==> src/rtl/tx_split_pkg.sv <==
// Shared types, field offsets and packing helpers for the TCP tx segment splitter.
package tx_split_pkg;

  localparam int ST_SESS_LSB = 0;
  localparam int ST_TLEN_LSB = 16;
  localparam int ST_ERR_LSB  = 62;

  typedef enum logic [1:0] {
    ERR_OK     = 2'b00,
    ERR_RTO    = 2'b01,
    ERR_CLOSED = 2'b10,
    ERR_OTHER  = 2'b11
  } tx_err_e;

  typedef enum logic [1:0] {
    S_IDLE,
    S_META,
    S_DATA
  } split_state_e;

  typedef struct packed {
    logic [15:0] session;
    logic [31:0] length;
    logic [31:0] nseg;
  } req_entry_t;

  function automatic logic [31:0] pack_seg_meta(logic [15:0] len, logic [15:0] sess);
    return {len, sess};
  endfunction

  function automatic logic [63:0] pack_status(logic [1:0] err, logic [31:0] len,
                                              logic [15:0] sess);
    logic [63:0] s;
    s = '0;
    s[ST_SESS_LSB +: 16] = sess;
    s[ST_TLEN_LSB +: 32] = len;
    s[ST_ERR_LSB +: 2]   = err;
    return s;
  endfunction

  // Avoids the (a+b-1)/b overflow for lengths near 2^32.
  function automatic logic [31:0] ceil_div(logic [31:0] num, logic [31:0] den);
    logic [31:0] q;
    q = num / den;
    if ((num % den) != 32'd0) q = q + 32'd1;
    return q;
  endfunction

endpackage

==> src/rtl/tx_data_split_seg_if.sv <==
// Valid/ready stream bundles: a plain word channel and a keep/last data channel.
interface axis_meta_if #(parameter int W = 32) ();
  logic         valid;
  logic         ready;
  logic [W-1:0] data;

  modport master (output valid, data, input ready);
  modport slave  (input valid, data, output ready);
endinterface

interface axis_data_if #(parameter int DW = 512) ();
  logic            valid;
  logic            ready;
  logic            last;
  logic [DW-1:0]   data;
  logic [DW/8-1:0] keep;

  modport master (output valid, data, keep, last, input ready);
  modport slave  (input valid, data, keep, last, output ready);
endinterface

==> src/rtl/tx_data_split_seg_status_merge.sv <==
// Outstanding-request FIFO that folds per-segment statuses into one status per request.
module tx_status_merge
  import tx_split_pkg::*;
#(
  parameter int DEPTH = 16
) (
  input  logic               clk,
  input  logic               rstn,
  input  logic               en,
  input  logic               push,
  input  req_entry_t         push_entry,
  output logic               full,
  axis_meta_if.slave         s_axis_tx_status,
  axis_meta_if.master        m_axis_tx_status,
  output logic [31:0]        orphan_cnt
);
  localparam int AW = $clog2(DEPTH);

  req_entry_t  mem [DEPTH];
  req_entry_t  head;
  logic [AW:0] wr_ptr_q, rd_ptr_q;
  logic [31:0] rcv_q, rcv_next;
  tx_err_e     err_q;
  logic [1:0]  err_next;
  logic        st_valid_q;
  logic [63:0] st_data_q;
  logic        empty, out_free, zero_head, st_fire, complete;

  assign head      = mem[rd_ptr_q[AW-1:0]];
  assign empty     = (wr_ptr_q == rd_ptr_q);
  assign full      = (wr_ptr_q[AW-1:0] == rd_ptr_q[AW-1:0]) && (wr_ptr_q[AW] != rd_ptr_q[AW]);
  assign out_free  = !st_valid_q || m_axis_tx_status.ready;
  assign zero_head = !empty && (head.nseg == 32'd0);

  // A zero-segment head retires on its own; hold statuses off that cycle so none is miscounted.
  assign s_axis_tx_status.ready = en && out_free && !zero_head;
  assign st_fire  = s_axis_tx_status.valid && s_axis_tx_status.ready;
  assign rcv_next = rcv_q + 32'd1;
  assign err_next = err_q | s_axis_tx_status.data[ST_ERR_LSB +: 2];
  assign complete = out_free && (zero_head || (st_fire && !empty && rcv_next == head.nseg));

  assign m_axis_tx_status.valid = st_valid_q;
  assign m_axis_tx_status.data  = st_data_q;

  always_ff @(posedge clk) begin
    if (push) mem[wr_ptr_q[AW-1:0]] <= push_entry;
  end

  always_ff @(posedge clk or negedge rstn) begin
    if (!rstn) begin
      wr_ptr_q   <= '0;
      rd_ptr_q   <= '0;
      rcv_q      <= '0;
      err_q      <= ERR_OK;
      st_valid_q <= 1'b0;
      st_data_q  <= '0;
      orphan_cnt <= '0;
    end else begin
      if (push) wr_ptr_q <= wr_ptr_q + (AW+1)'(1);
      if (complete) begin
        rd_ptr_q   <= rd_ptr_q + (AW+1)'(1);
        rcv_q      <= '0;
        err_q      <= ERR_OK;
        st_valid_q <= 1'b1;
        st_data_q  <= pack_status(st_fire ? err_next : err_q, head.length, head.session);
      end else begin
        if (st_fire && !empty) begin
          rcv_q <= rcv_next;
          err_q <= tx_err_e'(err_next);
        end
        if (m_axis_tx_status.ready) st_valid_q <= 1'b0;
      end
      if (st_fire && empty && orphan_cnt != '1) orphan_cnt <= orphan_cnt + 32'd1;
    end
  end

endmodule

==> src/rtl/tx_data_split_seg.sv <==
// Splits large tx requests into fixed-size TCP segments and merges their statuses.
// state  | meaning
// IDLE   | waiting for a request; accepts when the status FIFO has room
// META   | presenting {seglen, session} for the next segment
// DATA   | passing payload beats through until the segment's final beat
module tx_data_split_seg
  import tx_split_pkg::*;
#(
  parameter int DATA_WIDTH      = 512,
  parameter int DEFAULT_SEG     = 4096,
  parameter int MAX_OUTSTANDING = 16
) (
  input  logic        clk,
  input  logic        rstn,
  input  logic [15:0] seg_size,
  axis_meta_if.slave  s_axis_tx_metadata,
  axis_data_if.slave  s_axis_tx_data,
  axis_meta_if.master m_axis_tx_status,
  axis_meta_if.master m_axis_tx_metadata,
  axis_data_if.master m_axis_tx_data,
  axis_meta_if.slave  s_axis_tx_status,
  output logic [31:0] orphan_cnt
);
  localparam int BYTES = DATA_WIDTH / 8;
  localparam int LB    = $clog2(BYTES);

  split_state_e     state_q, state_d;
  logic             live_q;
  logic [15:0]      session_q, eseg_q, beats_q;
  logic [31:0]      remaining_q;
  logic [15:0]      seg_masked, eseg_c, seglen, beats_init;
  logic [LB-1:0]    resid;
  logic [BYTES-1:0] tail_keep;
  logic [31:0]      req_len;
  logic [15:0]      req_sess;
  logic             fifo_full, req_fire, meta_fire, beat_fire, final_beat;

  assign req_len    = s_axis_tx_metadata.data[47:16];
  assign req_sess   = s_axis_tx_metadata.data[15:0];
  assign seg_masked = seg_size & ~16'(BYTES - 1);
  assign eseg_c     = (seg_masked == 16'd0) ? 16'(DEFAULT_SEG) : seg_masked;
  assign seglen     = (remaining_q < {16'd0, eseg_q}) ? remaining_q[15:0] : eseg_q;
  assign resid      = seglen[LB-1:0];
  assign beats_init = (seglen >> LB) + {15'd0, |resid};
  assign tail_keep  = ~({BYTES{1'b1}} << resid);
  assign final_beat = (beats_q == 16'd1);

  assign req_fire  = (state_q == S_IDLE) && live_q && !fifo_full && s_axis_tx_metadata.valid;
  assign meta_fire = (state_q == S_META) && m_axis_tx_metadata.ready;
  assign beat_fire = (state_q == S_DATA) && s_axis_tx_data.valid && m_axis_tx_data.ready;

  always_comb begin
    state_d                  = state_q;
    s_axis_tx_metadata.ready = 1'b0;
    m_axis_tx_metadata.valid = 1'b0;
    m_axis_tx_metadata.data  = pack_seg_meta(seglen, session_q);
    s_axis_tx_data.ready     = 1'b0;
    m_axis_tx_data.valid     = 1'b0;
    m_axis_tx_data.data      = s_axis_tx_data.data;
    m_axis_tx_data.keep      = '1;
    m_axis_tx_data.last      = 1'b0;
    case (state_q)
      S_IDLE: begin
        s_axis_tx_metadata.ready = live_q && !fifo_full;
        if (req_fire && req_len != 32'd0) state_d = S_META;
      end
      S_META: begin
        m_axis_tx_metadata.valid = 1'b1;
        if (meta_fire) state_d = S_DATA;
      end
      S_DATA: begin
        s_axis_tx_data.ready = m_axis_tx_data.ready;
        m_axis_tx_data.valid = s_axis_tx_data.valid;
        m_axis_tx_data.last  = final_beat;
        if (final_beat && resid != '0) m_axis_tx_data.keep = tail_keep;
        if (beat_fire && final_beat)
          state_d = (remaining_q == {16'd0, seglen}) ? S_IDLE : S_META;
      end
      default: state_d = S_IDLE;
    endcase
  end

  always_ff @(posedge clk or negedge rstn) begin
    if (!rstn) begin
      state_q     <= S_IDLE;
      live_q      <= 1'b0;
      session_q   <= '0;
      eseg_q      <= '0;
      remaining_q <= '0;
      beats_q     <= '0;
    end else begin
      state_q <= state_d;
      live_q  <= 1'b1;
      if (req_fire) begin
        session_q   <= req_sess;
        remaining_q <= req_len;
        eseg_q      <= eseg_c;
      end
      if (meta_fire) beats_q <= beats_init;
      if (beat_fire) begin
        beats_q <= beats_q - 16'd1;
        if (final_beat) remaining_q <= remaining_q - {16'd0, seglen};
      end
    end
  end

  tx_status_merge #(.DEPTH(MAX_OUTSTANDING)) u_merge (
    .clk              (clk),
    .rstn             (rstn),
    .en               (live_q),
    .push             (req_fire),
    .push_entry       ('{session: req_sess, length: req_len,
                         nseg: ceil_div(req_len, {16'd0, eseg_c})}),
    .full             (fifo_full),
    .s_axis_tx_status (s_axis_tx_status),
    .m_axis_tx_status (m_axis_tx_status),
    .orphan_cnt       (orphan_cnt)
  );

endmodule

==> src/flat_wrapper.sv <==
// flat-port wrapper written by rule: the top's interface ports become plain ports
module tx_data_split_seg_flat import tx_split_pkg::*;
#(
  parameter int DATA_WIDTH      = 512,
  parameter int DEFAULT_SEG     = 4096,
  parameter int MAX_OUTSTANDING = 16
)
  (clk, rstn, seg_size, orphan_cnt, s_axis_tx_metadata_valid, s_axis_tx_metadata_data, s_axis_tx_metadata_ready, s_axis_tx_data_valid, s_axis_tx_data_data, s_axis_tx_data_keep, s_axis_tx_data_last, s_axis_tx_data_ready, m_axis_tx_status_valid, m_axis_tx_status_data, m_axis_tx_status_ready, m_axis_tx_metadata_valid, m_axis_tx_metadata_data, m_axis_tx_metadata_ready, m_axis_tx_data_valid, m_axis_tx_data_data, m_axis_tx_data_keep, m_axis_tx_data_last, m_axis_tx_data_ready, s_axis_tx_status_valid, s_axis_tx_status_data, s_axis_tx_status_ready);
  axis_meta_if #(.W(48)) s_axis_tx_metadata_i ();
  axis_data_if #(.DW((512))) s_axis_tx_data_i ();
  axis_meta_if #(.W(64)) m_axis_tx_status_i ();
  axis_meta_if #(.W(32)) m_axis_tx_metadata_i ();
  axis_data_if #(.DW((512))) m_axis_tx_data_i ();
  axis_meta_if #(.W(64)) s_axis_tx_status_i ();
  input  logic clk;
  input  logic rstn;
  input  logic [15:0] seg_size;
  output logic [31:0] orphan_cnt;
  input wire logic [$bits(s_axis_tx_metadata_i.valid)-1:0] s_axis_tx_metadata_valid;
  input wire logic [$bits(s_axis_tx_metadata_i.data)-1:0] s_axis_tx_metadata_data;
  output wire logic [$bits(s_axis_tx_metadata_i.ready)-1:0] s_axis_tx_metadata_ready;
  input wire logic [$bits(s_axis_tx_data_i.valid)-1:0] s_axis_tx_data_valid;
  input wire logic [$bits(s_axis_tx_data_i.data)-1:0] s_axis_tx_data_data;
  input wire logic [$bits(s_axis_tx_data_i.keep)-1:0] s_axis_tx_data_keep;
  input wire logic [$bits(s_axis_tx_data_i.last)-1:0] s_axis_tx_data_last;
  output wire logic [$bits(s_axis_tx_data_i.ready)-1:0] s_axis_tx_data_ready;
  output wire logic [$bits(m_axis_tx_status_i.valid)-1:0] m_axis_tx_status_valid;
  output wire logic [$bits(m_axis_tx_status_i.data)-1:0] m_axis_tx_status_data;
  input wire logic [$bits(m_axis_tx_status_i.ready)-1:0] m_axis_tx_status_ready;
  output wire logic [$bits(m_axis_tx_metadata_i.valid)-1:0] m_axis_tx_metadata_valid;
  output wire logic [$bits(m_axis_tx_metadata_i.data)-1:0] m_axis_tx_metadata_data;
  input wire logic [$bits(m_axis_tx_metadata_i.ready)-1:0] m_axis_tx_metadata_ready;
  output wire logic [$bits(m_axis_tx_data_i.valid)-1:0] m_axis_tx_data_valid;
  output wire logic [$bits(m_axis_tx_data_i.data)-1:0] m_axis_tx_data_data;
  output wire logic [$bits(m_axis_tx_data_i.keep)-1:0] m_axis_tx_data_keep;
  output wire logic [$bits(m_axis_tx_data_i.last)-1:0] m_axis_tx_data_last;
  input wire logic [$bits(m_axis_tx_data_i.ready)-1:0] m_axis_tx_data_ready;
  input wire logic [$bits(s_axis_tx_status_i.valid)-1:0] s_axis_tx_status_valid;
  input wire logic [$bits(s_axis_tx_status_i.data)-1:0] s_axis_tx_status_data;
  output wire logic [$bits(s_axis_tx_status_i.ready)-1:0] s_axis_tx_status_ready;
  assign s_axis_tx_metadata_i.valid = s_axis_tx_metadata_valid;
  assign s_axis_tx_metadata_i.data = s_axis_tx_metadata_data;
  assign s_axis_tx_metadata_ready = s_axis_tx_metadata_i.ready;
  assign s_axis_tx_data_i.valid = s_axis_tx_data_valid;
  assign s_axis_tx_data_i.data = s_axis_tx_data_data;
  assign s_axis_tx_data_i.keep = s_axis_tx_data_keep;
  assign s_axis_tx_data_i.last = s_axis_tx_data_last;
  assign s_axis_tx_data_ready = s_axis_tx_data_i.ready;
  assign m_axis_tx_status_valid = m_axis_tx_status_i.valid;
  assign m_axis_tx_status_data = m_axis_tx_status_i.data;
  assign m_axis_tx_status_i.ready = m_axis_tx_status_ready;
  assign m_axis_tx_metadata_valid = m_axis_tx_metadata_i.valid;
  assign m_axis_tx_metadata_data = m_axis_tx_metadata_i.data;
  assign m_axis_tx_metadata_i.ready = m_axis_tx_metadata_ready;
  assign m_axis_tx_data_valid = m_axis_tx_data_i.valid;
  assign m_axis_tx_data_data = m_axis_tx_data_i.data;
  assign m_axis_tx_data_keep = m_axis_tx_data_i.keep;
  assign m_axis_tx_data_last = m_axis_tx_data_i.last;
  assign m_axis_tx_data_i.ready = m_axis_tx_data_ready;
  assign s_axis_tx_status_i.valid = s_axis_tx_status_valid;
  assign s_axis_tx_status_i.data = s_axis_tx_status_data;
  assign s_axis_tx_status_ready = s_axis_tx_status_i.ready;
  tx_data_split_seg #(.DATA_WIDTH(DATA_WIDTH), .DEFAULT_SEG(DEFAULT_SEG), .MAX_OUTSTANDING(MAX_OUTSTANDING)) u_core (.clk(clk), .rstn(rstn), .seg_size(seg_size), .s_axis_tx_metadata(s_axis_tx_metadata_i), .s_axis_tx_data(s_axis_tx_data_i), .m_axis_tx_status(m_axis_tx_status_i), .m_axis_tx_metadata(m_axis_tx_metadata_i), .m_axis_tx_data(m_axis_tx_data_i), .s_axis_tx_status(s_axis_tx_status_i), .orphan_cnt(orphan_cnt));
endmodule
==> config.mk <==
export PLATFORM = sky130hd
export DESIGN_NAME = tx_data_split_seg_flat
export DESIGN_NICKNAME = d
export VERILOG_FILES = /design/src/rtl/tx_split_pkg.sv /design/src/rtl/tx_data_split_seg_if.sv /design/src/rtl/tx_data_split_seg_status_merge.sv /design/src/rtl/tx_data_split_seg.sv /design/src/flat_wrapper.sv
export SDC_FILE = /design/constraint.sdc
export NUM_CORES = 2
export LEC_CHECK = 0
export BUFFER_PORTS_ARGS = -buffer_cell sky130_fd_sc_hd__buf_2
export CAP_MARGIN = 20
export CORE_AREA = 2 2 551 553
export CTS_CLUSTER_SIZE = 28
export DETAILED_ROUTE_END_ITERATION = 16
export DIE_AREA = 0 0 553 555
export GPL_ROUTABILITY_DRIVEN = 0
export PLACE_DENSITY_LB_ADDON = 0.25
export RECOVER_POWER = 25
export SLEW_MARGIN = 5
export SYNTH_ARGS = -nofsm -noshare
export SYNTH_HDL_FRONTEND = slang
export SYNTH_SLANG_ARGS = --single-unit
==> constraint.sdc <==
create_clock -name clk -period 19.05 [get_ports clk]
set_clock_uncertainty 0.1 [all_clocks]
set_input_delay 0.9525 -clock clk [delete_from_list [all_inputs] [get_ports clk]]
set_output_delay 0.9525 -clock clk [all_outputs]
set_load 0.01 [all_outputs]
==> results.md <==
- Dominant synthesized flop cell: edfxtp_1
- Io pins: 1424
- Worst setup path class: in2reg
- Slew @ Worst Pin: 4.76 ns
- Main combinational cell family by area after synthesis: multiplexers
- Most common cell after layout, fill and taps aside: buf_4
- Die area: 0.307 mm²
- Die height: 555 µm
- Synth Area in Compound Gates: 8.35%
- Synthesis warning total: 0
- Max-cap violation count: 1
- Final Hold Violating Endpoints: 0
- Chip Width: 553 µm
- Worst path max stage delay: 0.71 ns
- Failing checks: capacitance limit, slew limit, setup timing
- FF-to-FF Start: u_core.remaining_q[9]
- Internal reg-to-reg setup slack: 11.49 ns
- Required @ worst endpoint: 19.46 ns
- Final min period: 57.01 ns
- Vias per cell: 5.04
- Initial antenna violation count: 16
- Seq cells post-synth: 1484
- Drt drc: 0
- Core area: 0.301 mm²
- R2r endpoint: u_core.remaining_q[31]
- Buffers on Ports: 251
- Post-synthesis mux area share: 13.4%
- Commonest non-fill, non-tap cells in the layout: buf_4, edfxtp_1, mux4_2, nand2_1, nor2_1
- Clk buf depth: 3
- EDFF count, synth: 1280
- Critical path peak fanout: 11
- Root Driver: clkbuf_16
- Routed WL per cell: 32.9 µm
- Remaining global-route overflow: 0
- Data arrival, critical path: 57.42 ns
- CP most frequent cell: o21a_1
- Post-Synth Simple-Gate Area: 9.07%
- Fmax: 17.5 MHz
- Top post-synthesis cells by area: edfxtp_1, mux4_2, dfrtp_1
- Largest net degree at the start of global routing: 128
- # hold bufs at CTS: 0
- Async SR Flop Fraction: 13.7%
- XOR/XNOR Fraction of Synth Area: 2.92%
- Routed WL: 364 mm
- Slew Viols, Final: 65
- Num CTS Buffers: 154
- Worst path slowest cell: clkbuf_1
- ANT nets after route: 0
- Gate Count Post-Synth: 5681
- Reg2reg path depth: 32
- Hold Path Depth: 3
- CP endpoint: u_core.u_merge.mem[2][13]
- GRT Overall Usage: 23.0%
- Finish-stage setup viols: 432
- Adder-Cell Fraction of Synth Area: 3.96%
- Cell variety after synth: 133
- RSZ-0062 raised after global routing: true
- Routed via count: 55700
- CTS H-tree depth: 4
- Max-slew headroom: -217%
- Vias in the first global route: 54900
- Setup_tns: -16349.40 ns
- HPWL Detailed: 265 mm
- Synth top area share: 49.2%
- Area grow syn2layout: 27.0%
- Tcrit/Tclk final: 299%
- Hold WC Path Type: in2reg
- Fillers: 29600
- Worst setup startpoint: s_axis_tx_metadata_data[47]
- Clock Sink Count: 1484
- Crit path launch type: input port
- Setup ws final: -37.96 ns
- Sequential cell area: 0.0436 mm²
- Initial DRT Pass Iterations: 6
- Synthesized area per cell: 13.7 µm²
- Initial DRC count: 4797
- Status: finished with violations
- Cell type with the largest total area after synthesis: edfxtp_1
- Final #Nets: 7896
- CP Capture Type: flop
- Sequential area share after synthesis: 55.8%
- Clock Latency Late Sink: 0.80 ns
- Initial core utilization: 25.9%
- First-pass GRT wire length: 481 mm
- Area of the multi-input gates: 0.0325 mm²
- Layout cells sized above 1: 39.9%
- # rows: 202
- Clock Pin Slew Worst Setup and Hold Paths: 0.06 ns
- CTS tree: done
- Syn Std Cell Area: 0.0781 mm²
## critical path, delay by kind of cell
kind                     cells  cell delay (ns)
multiplexers                 8             2.37
AND/OR/NAND/NOR             67            10.91
buffers and inverters       60             7.74
XOR/XNOR                     2             0.23
AO/OA/AOI/OAI              165            28.54
adder cells (fa/ha/maj)     25             6.50
## metrics by stage
step / utilization (%) / worst slack, ns / instance area [µm²] / hold WS, ns / instances
after CTS: 32.6 / -37.23 / 98100 / 0.000951 / 11000
after global placement: 29.9 / -39.10 / 90000 / 0.352 / 10400
after detailed placement: 29.9 / -39.81 / 90000 / 0.360 / 10400
after global routing: 32.9 / -40.81 / 99100 / 0.290 / 11000
final: 32.9 / -37.96 / 99200 / 0.340 / 11100
after floorplan: - / -40.33 / 80000 / 0.348 / 5776
## routing by layer
layer	vias up	global-route usage, %	part of all wire [%]
met5	-	8.03	0.94
met4	44	8.01	3.9
met3	527	17.4	18
met2	2930	35.7	45
met1	28200	22.9	33
li1	24000	-	-
## synth_stat cells, types with 38 or more instances
cell / number
edfxtp_1: 1280
buf_4: 532
mux4_2: 400
nand2_1: 385
nor2_1: 336
ha_1: 247
dfrtp_1: 204
a21oi_1: 191
nor3_1: 185
xnor2_1: 167
clkbuf_1: 159
o21a_1: 140
o21ai_0: 139
nand3_1: 100
mux2_2: 97
xor2_1: 90
o31ai_1: 82
inv_1: 75
a21o_1: 60
nand4_1: 59
and3_1: 49
o211ai_1: 38
## worst min path at each step
stage	start	end	slack (ns)
after detailed placement	u_core.session_q[12]	u_core.session_q[12]	0.36
after global routing	m_axis_tx_metadata_ready	u_core.state_q[0]	0.29
after CTS	rstn	u_core.u_merge.orphan_cnt[25]	0.001
after floorplan	u_core.beats_q[15]	u_core.beats_q[15]	0.35
after global placement	u_core.session_q[5]	u_core.session_q[5]	0.35
final	s_axis_tx_status_data[63]	u_core.u_merge.err_q[1]	0.34
## cell type report
cell class                 instances  area share, %
antenna                           10         0.0252
clock buffer                     209           4.22
clock inverter                    79          0.898
inverter                          78          0.304
multi-input combinational       3480           32.8
sequential                      1484           43.9
tap                             3978           5.02
timing repair buffer            1738           12.8
## logic make-up after synthesis
family,count (synthesis)
buffers and inverters,819
adder cells (fa/ha/maj),247
multiplexers,530
other,2
AND/OR/NAND/NOR,1413
flip-flops,1484
AO/OA/AOI/OAI,927
XOR/XNOR,259
## registers in the layout (all words and copies together), names as in the netlist
register,cells
u_core.beats_q,16
u_core.eseg_q,10
u_core.live_q,1
u_core.remaining_q,32
u_core.session_q,16
u_core.state_q,2
u_core.u_merge.err_q,2
u_core.u_merge.m_axis_tx_status.data,50
u_core.u_merge.m_axis_tx_status.valid,1
u_core.u_merge.mem,1280
u_core.u_merge.orphan_cnt,32
u_core.u_merge.rcv_q,32
u_core.u_merge.rd_ptr_q,5
u_core.u_merge.wr_ptr_q,5
## repair_timing
action / 4_1_cts / 5_1_grt
pin swaps: 91 / 128
setup endpoints to repair: 432 / 432
resized for setup: 144 / 96
hold endpoints to repair: 0 / 0
buffers inserted: 252 / 81
gates cloned: 10 / 0
Power is not shown: default switching activity piles up to over one toggle a cycle in this logic, so the estimate is an artifact.
